`src/rtl/snitch_fpu_share_arbiter.sv`:
```
// snitch_fpu_share_arbiter: shares one FPU between NrReq requesters.
// Issue requests are arbitrated round-robin, with a lock that holds a stalled
// grant. The requester index goes into the upper FPU tag bits, and responses
// are routed back by that index. Per-requester credit counters bound the
// number of in-flight operations.
// Optional feature: define SNITCH_FPU_SHARE_PERF_EN to add per-requester stall
// counters on stall_cnt_o.
module snitch_fpu_share_arbiter #(
    parameter int unsigned  NrReq          = 2,
    parameter int unsigned  DataWidth      = 256,
    parameter int unsigned  FLEN           = 64,
    parameter int unsigned  MaxOutstanding = 4,
    localparam int unsigned IdxWidth       = (NrReq > 1) ? $clog2(NrReq) : 1,
    localparam int unsigned ReqTagWidth    = 8 - IdxWidth
) (
    input  logic                                  clk_i,
    input  logic                                  rst_ni,
    input  logic [NrReq-1:0]                      req_valid_i,
    output logic [NrReq-1:0]                      req_ready_o,
    input  logic [NrReq-1:0][DataWidth-1:0]       req_data_i,
    input  logic [NrReq-1:0][ReqTagWidth-1:0]     req_tag_i,
    output logic                                  fpu_valid_o,
    input  logic                                  fpu_ready_i,
    output logic [DataWidth-1:0]                  fpu_data_o,
    output logic [7:0]                            fpu_tag_o,
    input  logic                                  fpu_rsp_valid_i,
    output logic                                  fpu_rsp_ready_o,
    input  logic [FLEN-1:0]                       fpu_rsp_result_i,
    input  logic [4:0]                            fpu_rsp_status_i,
    input  logic [7:0]                            fpu_rsp_tag_i,
    output logic [NrReq-1:0]                      rsp_valid_o,
    input  logic [NrReq-1:0]                      rsp_ready_i,
    output logic [FLEN-1:0]                       rsp_result_o,
    output logic [4:0]                            rsp_status_o,
    output logic [ReqTagWidth-1:0]                rsp_tag_o,
    output logic                                  idle_o
`ifdef SNITCH_FPU_SHARE_PERF_EN
    ,
    output logic [NrReq-1:0][31:0]                stall_cnt_o
`endif
);

    localparam int unsigned CntWidth = $clog2(MaxOutstanding + 1);

    typedef logic [IdxWidth-1:0] idx_t;
    typedef logic [IdxWidth:0]   idx_ext_t;
    typedef logic [CntWidth-1:0] cnt_t;

    // While in reset, requests are ignored so that nothing is granted or
    // reported as pending.
    logic [NrReq-1:0] req_valid;
    logic [NrReq-1:0] eligible;
    logic [NrReq-1:0] cnt_zero;
    logic [NrReq-1:0] rsp_sel;

    idx_t rr_q, rr_d;
    idx_t lock_idx_q, lock_idx_d;
    logic lock_q, lock_d;

    idx_t win_idx;
    logic win_valid;
    logic issue_hs;

    idx_t rsp_idx;
    logic rsp_in_range;
    logic rsp_hs;

    assign req_valid = {NrReq{rst_ni}} & req_valid_i;

    // Pick the winner: the locked index, or the first eligible requester
    // going round-robin from the pointer. Lowest offset is visited last, so
    // it wins.
    always_comb begin
        idx_ext_t cand;
        cand      = '0;
        win_idx   = rr_q;
        win_valid = 1'b0;
        if (lock_q) begin
            win_idx   = lock_idx_q;
            win_valid = req_valid[lock_idx_q];
        end else begin
            for (int k = NrReq - 1; k >= 0; k--) begin
                cand = idx_ext_t'(rr_q) + idx_ext_t'(k);
                if (cand >= idx_ext_t'(NrReq)) begin
                    cand = cand - idx_ext_t'(NrReq);
                end
                if (eligible[idx_t'(cand)]) begin
                    win_idx   = idx_t'(cand);
                    win_valid = 1'b1;
                end
            end
        end
    end

    assign fpu_valid_o = win_valid;
    assign fpu_data_o  = req_data_i[win_idx];
    assign fpu_tag_o   = {win_idx, req_tag_i[win_idx]};
    assign issue_hs    = win_valid & fpu_ready_i;

    // Pointer advances past the winner on handshake; a stalled grant is locked.
    always_comb begin
        rr_d       = rr_q;
        lock_d     = fpu_valid_o & ~fpu_ready_i;
        lock_idx_d = win_idx;
        if (issue_hs) begin
            rr_d = (win_idx == idx_t'(NrReq - 1)) ? '0 : win_idx + idx_t'(1);
        end
    end

    // Arbitration state registers.
    always_ff @(posedge clk_i or negedge rst_ni) begin
        if (!rst_ni) begin
            rr_q       <= '0;
            lock_q     <= 1'b0;
            lock_idx_q <= '0;
        end else begin
            rr_q       <= rr_d;
            lock_q     <= lock_d;
            lock_idx_q <= lock_idx_d;
        end
    end

    // Response routing. An index that names no requester is consumed and dropped.
    assign rsp_idx         = fpu_rsp_tag_i[7 -: IdxWidth];
    assign rsp_in_range    = idx_ext_t'(rsp_idx) < idx_ext_t'(NrReq);
    assign fpu_rsp_ready_o = ~rsp_in_range | (|(rsp_sel & rsp_ready_i));
    assign rsp_hs          = fpu_rsp_valid_i & fpu_rsp_ready_o;
    assign rsp_result_o    = fpu_rsp_result_i;
    assign rsp_status_o    = fpu_rsp_status_i;
    assign rsp_tag_o       = fpu_rsp_tag_i[ReqTagWidth-1:0];

    assign idle_o = (&cnt_zero) & ~(|req_valid);

    for (genvar gi = 0; gi < NrReq; gi++) begin : gen_req
        cnt_t cnt_q, cnt_d;
        logic inc, dec;

        assign eligible[gi]    = req_valid[gi] & (cnt_q < cnt_t'(MaxOutstanding));
        assign req_ready_o[gi] = issue_hs & (win_idx == idx_t'(gi));
        assign rsp_sel[gi]     = rsp_in_range & (rsp_idx == idx_t'(gi));
        assign rsp_valid_o[gi] = fpu_rsp_valid_i & rsp_sel[gi];
        assign cnt_zero[gi]    = (cnt_q == '0);
        assign inc             = req_ready_o[gi];
        assign dec             = rsp_hs & rsp_sel[gi];

        // Credit update. Issue and response together cancel out, and a
        // stray response at zero leaves the counter at zero.
        always_comb begin
            cnt_d = cnt_q;
            if (inc && !dec) begin
                cnt_d = cnt_q + cnt_t'(1);
            end else if (dec && !inc && cnt_q != '0) begin
                cnt_d = cnt_q - cnt_t'(1);
            end
        end

        // Credit counter register.
        always_ff @(posedge clk_i or negedge rst_ni) begin
            if (!rst_ni) begin
                cnt_q <= '0;
            end else begin
                cnt_q <= cnt_d;
            end
        end

`ifdef SNITCH_FPU_SHARE_PERF_EN
        logic [31:0] stall_q, stall_d;

        // Count cycles where this requester waits, saturating at all-ones.
        always_comb begin
            stall_d = stall_q;
            if (req_valid[gi] && !req_ready_o[gi] && stall_q != '1) begin
                stall_d = stall_q + 32'd1;
            end
        end

        // Stall counter register.
        always_ff @(posedge clk_i or negedge rst_ni) begin
            if (!rst_ni) begin
                stall_q <= '0;
            end else begin
                stall_q <= stall_d;
            end
        end

        assign stall_cnt_o[gi] = stall_q;
`endif
    end

endmodule

```
`config.mk`:
```
export PLATFORM = sky130hd
export DESIGN_NAME = snitch_fpu_share_arbiter
export DESIGN_NICKNAME = d
export VERILOG_FILES = /design/src/rtl/snitch_fpu_share_arbiter.sv
export SDC_FILE = /design/constraint.sdc
export NUM_CORES = 1
export LEC_CHECK = 0
export BUFFER_PORTS_ARGS = -buffer_cell sky130_fd_sc_hd__buf_2
export CAP_MARGIN = 20
export CORE_AREA = 2 2 373 375
export DETAILED_ROUTE_END_ITERATION = 6
export DIE_AREA = 0 0 375 377
export PLACE_DENSITY = 0.31
export SLEW_MARGIN = 20
export SYNTH_ARGS = -nofsm -noshare
export SYNTH_HDL_FRONTEND = slang
export SYNTH_SLANG_ARGS = --single-unit
```
`constraint.sdc`:
```
create_clock -name clk_i -period 3 [get_ports clk_i]
set_clock_uncertainty 0.05 [all_clocks]
set_input_delay 0.6 -clock clk_i [delete_from_list [all_inputs] [get_ports clk_i]]
set_output_delay 0.6 -clock clk_i [all_outputs]
set_load 0.03 [all_outputs]
```
==> flow_summary.json <==
{
  "status": "finished, violations left",
  "failed_checks": "negative setup slack",
  "placer_s_final_routability_congestion_estimate": 0.997,
  "critical_path.max_fanout": 8,
  "clk_path_buf_depth": 2,
  "max_slew.worst_pin.slew_ps": 384,
  "critical-path-max-stage-delay_ps": 340,
  "syn-instance-count": 452,
  "postRouteWirelength_um": 69600,
  "postSynth.asyncResetShare_pct": 100,
  "core_footprint_um2": 137000,
  "path_cells": "buf_6 > and3b_1 > o211a_1 > a221oi_4 > buf_12 > buf_16 > buf_4 > mux2_2 > buf_2",
  "dp.final_hpwl_um": 63300,
  "setup_total_negative_slack_ps": -31200,
  "cts_root_buffer": "sky130_fd_sc_hd__clkbuf_16",
  "h-tree-depth": 1,
  "layout-area-overhead-vs-synth_pct": 172,
  "grt_first_pass_wirelength_um": 79200,
  "overflow": 0,
  "static-leakage-power_nw": 5.75,
  "die-width_um": 375,
  "count_of_flip_flops_with_a_built_in_enable_after_synthesis": 0,
  "drcViolationCount": 0,
  "layout.area.seq_um2": 225,
  "synth.avg_cell_area_um2": 10.1,
  "ir_worst_vdd_uv": 495,
  "multi_input_gate_area_um2": 3820,
  "filler_cell_count": 16029,
  "min_period_over_period_pct": 106,
  "synth.ff_latch_count": 9,
  "postLayoutSetupSlackWorst_ps": -194,
  "floorplan.initialDensity_pct": 3.33,
  "synth_warnings": 0,
  "max_cap_violations": 0,
  "fraction_of_layout_instances_using_a_drive_strength_above_1_pct": 94.1,
  "rows": 136,
  "maximum_number_of_pins_on_one_net_before_global_route_repair": 33,
  "crit_buf_inv": 5,
  "firstDrtPassIters": 4,
  "cts_buffers": 3,
  "drt_first_iter_violations": 309,
  "setup.worst_path.start_class": "input port",
  "final_nets": 1828,
  "finalHoldViolations": 0,
  "timing.setup.critical_path_class": "in2out",
  "io_buf_count": 805,
  "detail_route.vias_per_cell": 2.39,
  "timing_max_transition_violations_final": 0,
  "finalPower_w": 0.0120,
  "ys.flop_type": "sky130_fd_sc_hd__dfrtp_1",
  "endpoint_of_the_lowest_slack_register_to_register_path": "gen_req[0].cnt_q[1]",
  "r2r_slack_ps": 100,
  "clkTransAtPathRegs_ps": 40,
  "grtUsageTotal_pct": 8.73,
  "cts_hold_buf": 0,
  "setup_repair_after_global_routing_missed_its_margin": "true",
  "tritoncts": "yes",
  "final_antenna_net_count": 0,
  "critical_path.endpoint_type": "primary output",
  "insertion_delay_ps": 230,
  "worstPathArrival_ps": 2540,
  "wl_per_cell_um": 23.0,
  "worst-endpoint-required_ps": 2350,
  "crit_path_top_delay_cell": "sky130_fd_sc_hd__mux2_2",
  "timing.reg2reg.worst_path_depth": 11,
  "first_global_vias": 7024,
  "finalSetupViolations": 262,
  "cell_family_with_most_cp_delay": "buffers and inverters",
  "die_height_um": 377,
  "pwr_density_cell_nw_per_um2": 966,
  "initial_antenna_violation_count": 64,
  "tritoncts_num_sinks": 9,
  "synth_seq_area_share_pct": 4.93,
  "final_period_minus_worst_setup_slack_ps": 3190,
  "timing.fmax_mhz": 313,
  "io_pins": 958,
  "synth.net_count": 1065,
  "via_total_after_detailed_routing": 7226,
  "synth.lib_cells_used.distinct": 37,
  "maxSlewHeadroom_pct": 74.3,
  "worstReg2RegStart": "gen_req[1].cnt_q[2]",
  "hold_class": "in2async",
  "synth_area_um2": 4560,
  "floorplan.die_area_um2": 141000
}
==> worst min-delay path, delay by kind of cell <==
| family | cells | cell delay (ps) |
|---|---|---|
| buf+inv | 3 | 360 |
==> cell usage after synthesis (all sizes together), types with 2 or more instances <==
cell type  instances  area, µm²
fa                 2       40.0
mux2             268       3020
o211a              2       20.0
nand2             12       45.0
nor2               6       25.0
a21oi              5       25.0
a2bb2oi            2       17.5
nand2b             2       12.5
or3                2       12.5
inv                5       18.8
o21ai              5       25.0
nand3              3       15.0
nor2b              2       12.5
buf              108        895
dfrtp              9        225
a22oi              2       15.0
==> power by group <==
part	leakage (nW)	switching, W	total [W]	internal [W]
clock network	0.0383	0.0000612	0.000239	0.000178
registers	0.100	0.0000768	0.000251	0.000175
logic	5.61	0.00627	0.0115	0.00521
total	5.75	0.00641	0.0120	0.00557
==> sequential cells by signal, indices dropped and copies added (netlist names) <==
signal,count
gen_req.cnt_q,6
lock_idx_q,1
lock_q,1
rr_q,1
==> cells by family after synthesis <==
| family | count (synthesis) | synth area share, % |
|---|---|---|
| simple gates | 35 | 3.84 |
| buf+inv | 113 | 20.0 |
| flops | 9 | 4.93 |
| fa+ha+maj | 2 | 0.877 |
| mux | 269 | 66.3 |
| compound gates | 24 | 4.00 |
==> what timing repair did <==
item | 4_1_cts | 5_1_grt
pin swaps | 0 | 1
endpoints found under the setup margin | 261 | 263
resized for setup | 60 | 459
setup buffers | 0 | 5
gates cloned | 0 | 11
==> stage by stage <==
step / cell area, µm² / instances / hold slack (ps) / util (%) / setup slack (ps)
3_3_place_gp: 10500 / 2988 / 521 / 7.65 / -219
4_1_cts: 10700 / 2992 / 331 / 7.85 / -178
5_1_grt: 12400 / 3013 / 340 / 9.03 / -242
6_report: 12400 / 3028 / 325 / 9.06 / -194
2_1_floorplan: 4560 / 452 / 254 / - / 238
3_5_place_dp: 10500 / 2988 / 506 / 7.65 / -200
==> area by class of cell <==
type                       count  area share, %
timing repair buffer         866           48.1
tap                         1794           18.1
inverter                       5          0.151
antenna                       20          0.403
sequential                     9           1.82
clock buffer                   4          0.635
multi-input combinational    330           30.8
==> worst max-delay path by stage <==
| stage | from | end | slack (ps) | depth (start not counted) |
|---|---|---|---|---|
| after global routing | req_valid_i[1] | fpu_data_o[205] | -240 | 9 |
| after floorplan | req_valid_i[1] | fpu_data_o[191] | 240 | 6 |
| after CTS | req_valid_i[1] | fpu_data_o[59] | -180 | 8 |
| after detailed placement | req_valid_i[1] | fpu_data_o[56] | -200 | 8 |
| after global placement | req_valid_i[1] | fpu_data_o[157] | -220 | 8 |
| final | req_valid_i[1] | fpu_data_o[154] | -190 | 9 |
==> layer usage <==
layer | vias up | GRT usage (%) | routed length [µm]
li1 | 3126 | - | -
met1 | 3406 | 10.3 | 27900
met2 | 586 | 14.2 | 31400
met3 | 100 | 4.80 | 8990
met4 | 8 | 0.966 | 1300
met5 | - | 0 | 52
==> cell usage in the layout (no fill, tap or decap), types with 3 or more instances in the layout <==
cell type,synthesis,layout
sky130_fd_sc_hd__o21ai_0,5,5
sky130_fd_sc_hd__nand2_1,12,12
sky130_fd_sc_hd__a21oi_1,5,5
sky130_fd_sc_hd__nand3_1,3,3
sky130_fd_sc_hd__buf_12,0,31
sky130_fd_sc_hd__buf_2,1,669
sky130_fd_sc_hd__buf_4,84,41
sky130_fd_sc_hd__nor2_1,5,4
sky130_fd_sc_hd__dfrtp_1,9,9
sky130_fd_sc_hd__diode_2,0,20
sky130_fd_sc_hd__buf_6,23,92
sky130_fd_sc_hd__buf_8,0,17
sky130_fd_sc_hd__clkbuf_16,0,12
sky130_fd_sc_hd__mux2_4,0,104
sky130_fd_sc_hd__inv_1,4,4
sky130_fd_sc_hd__buf_16,0,6
sky130_fd_sc_hd__mux2_2,268,164
Note: power is estimated with default switching activity, not from simulation.
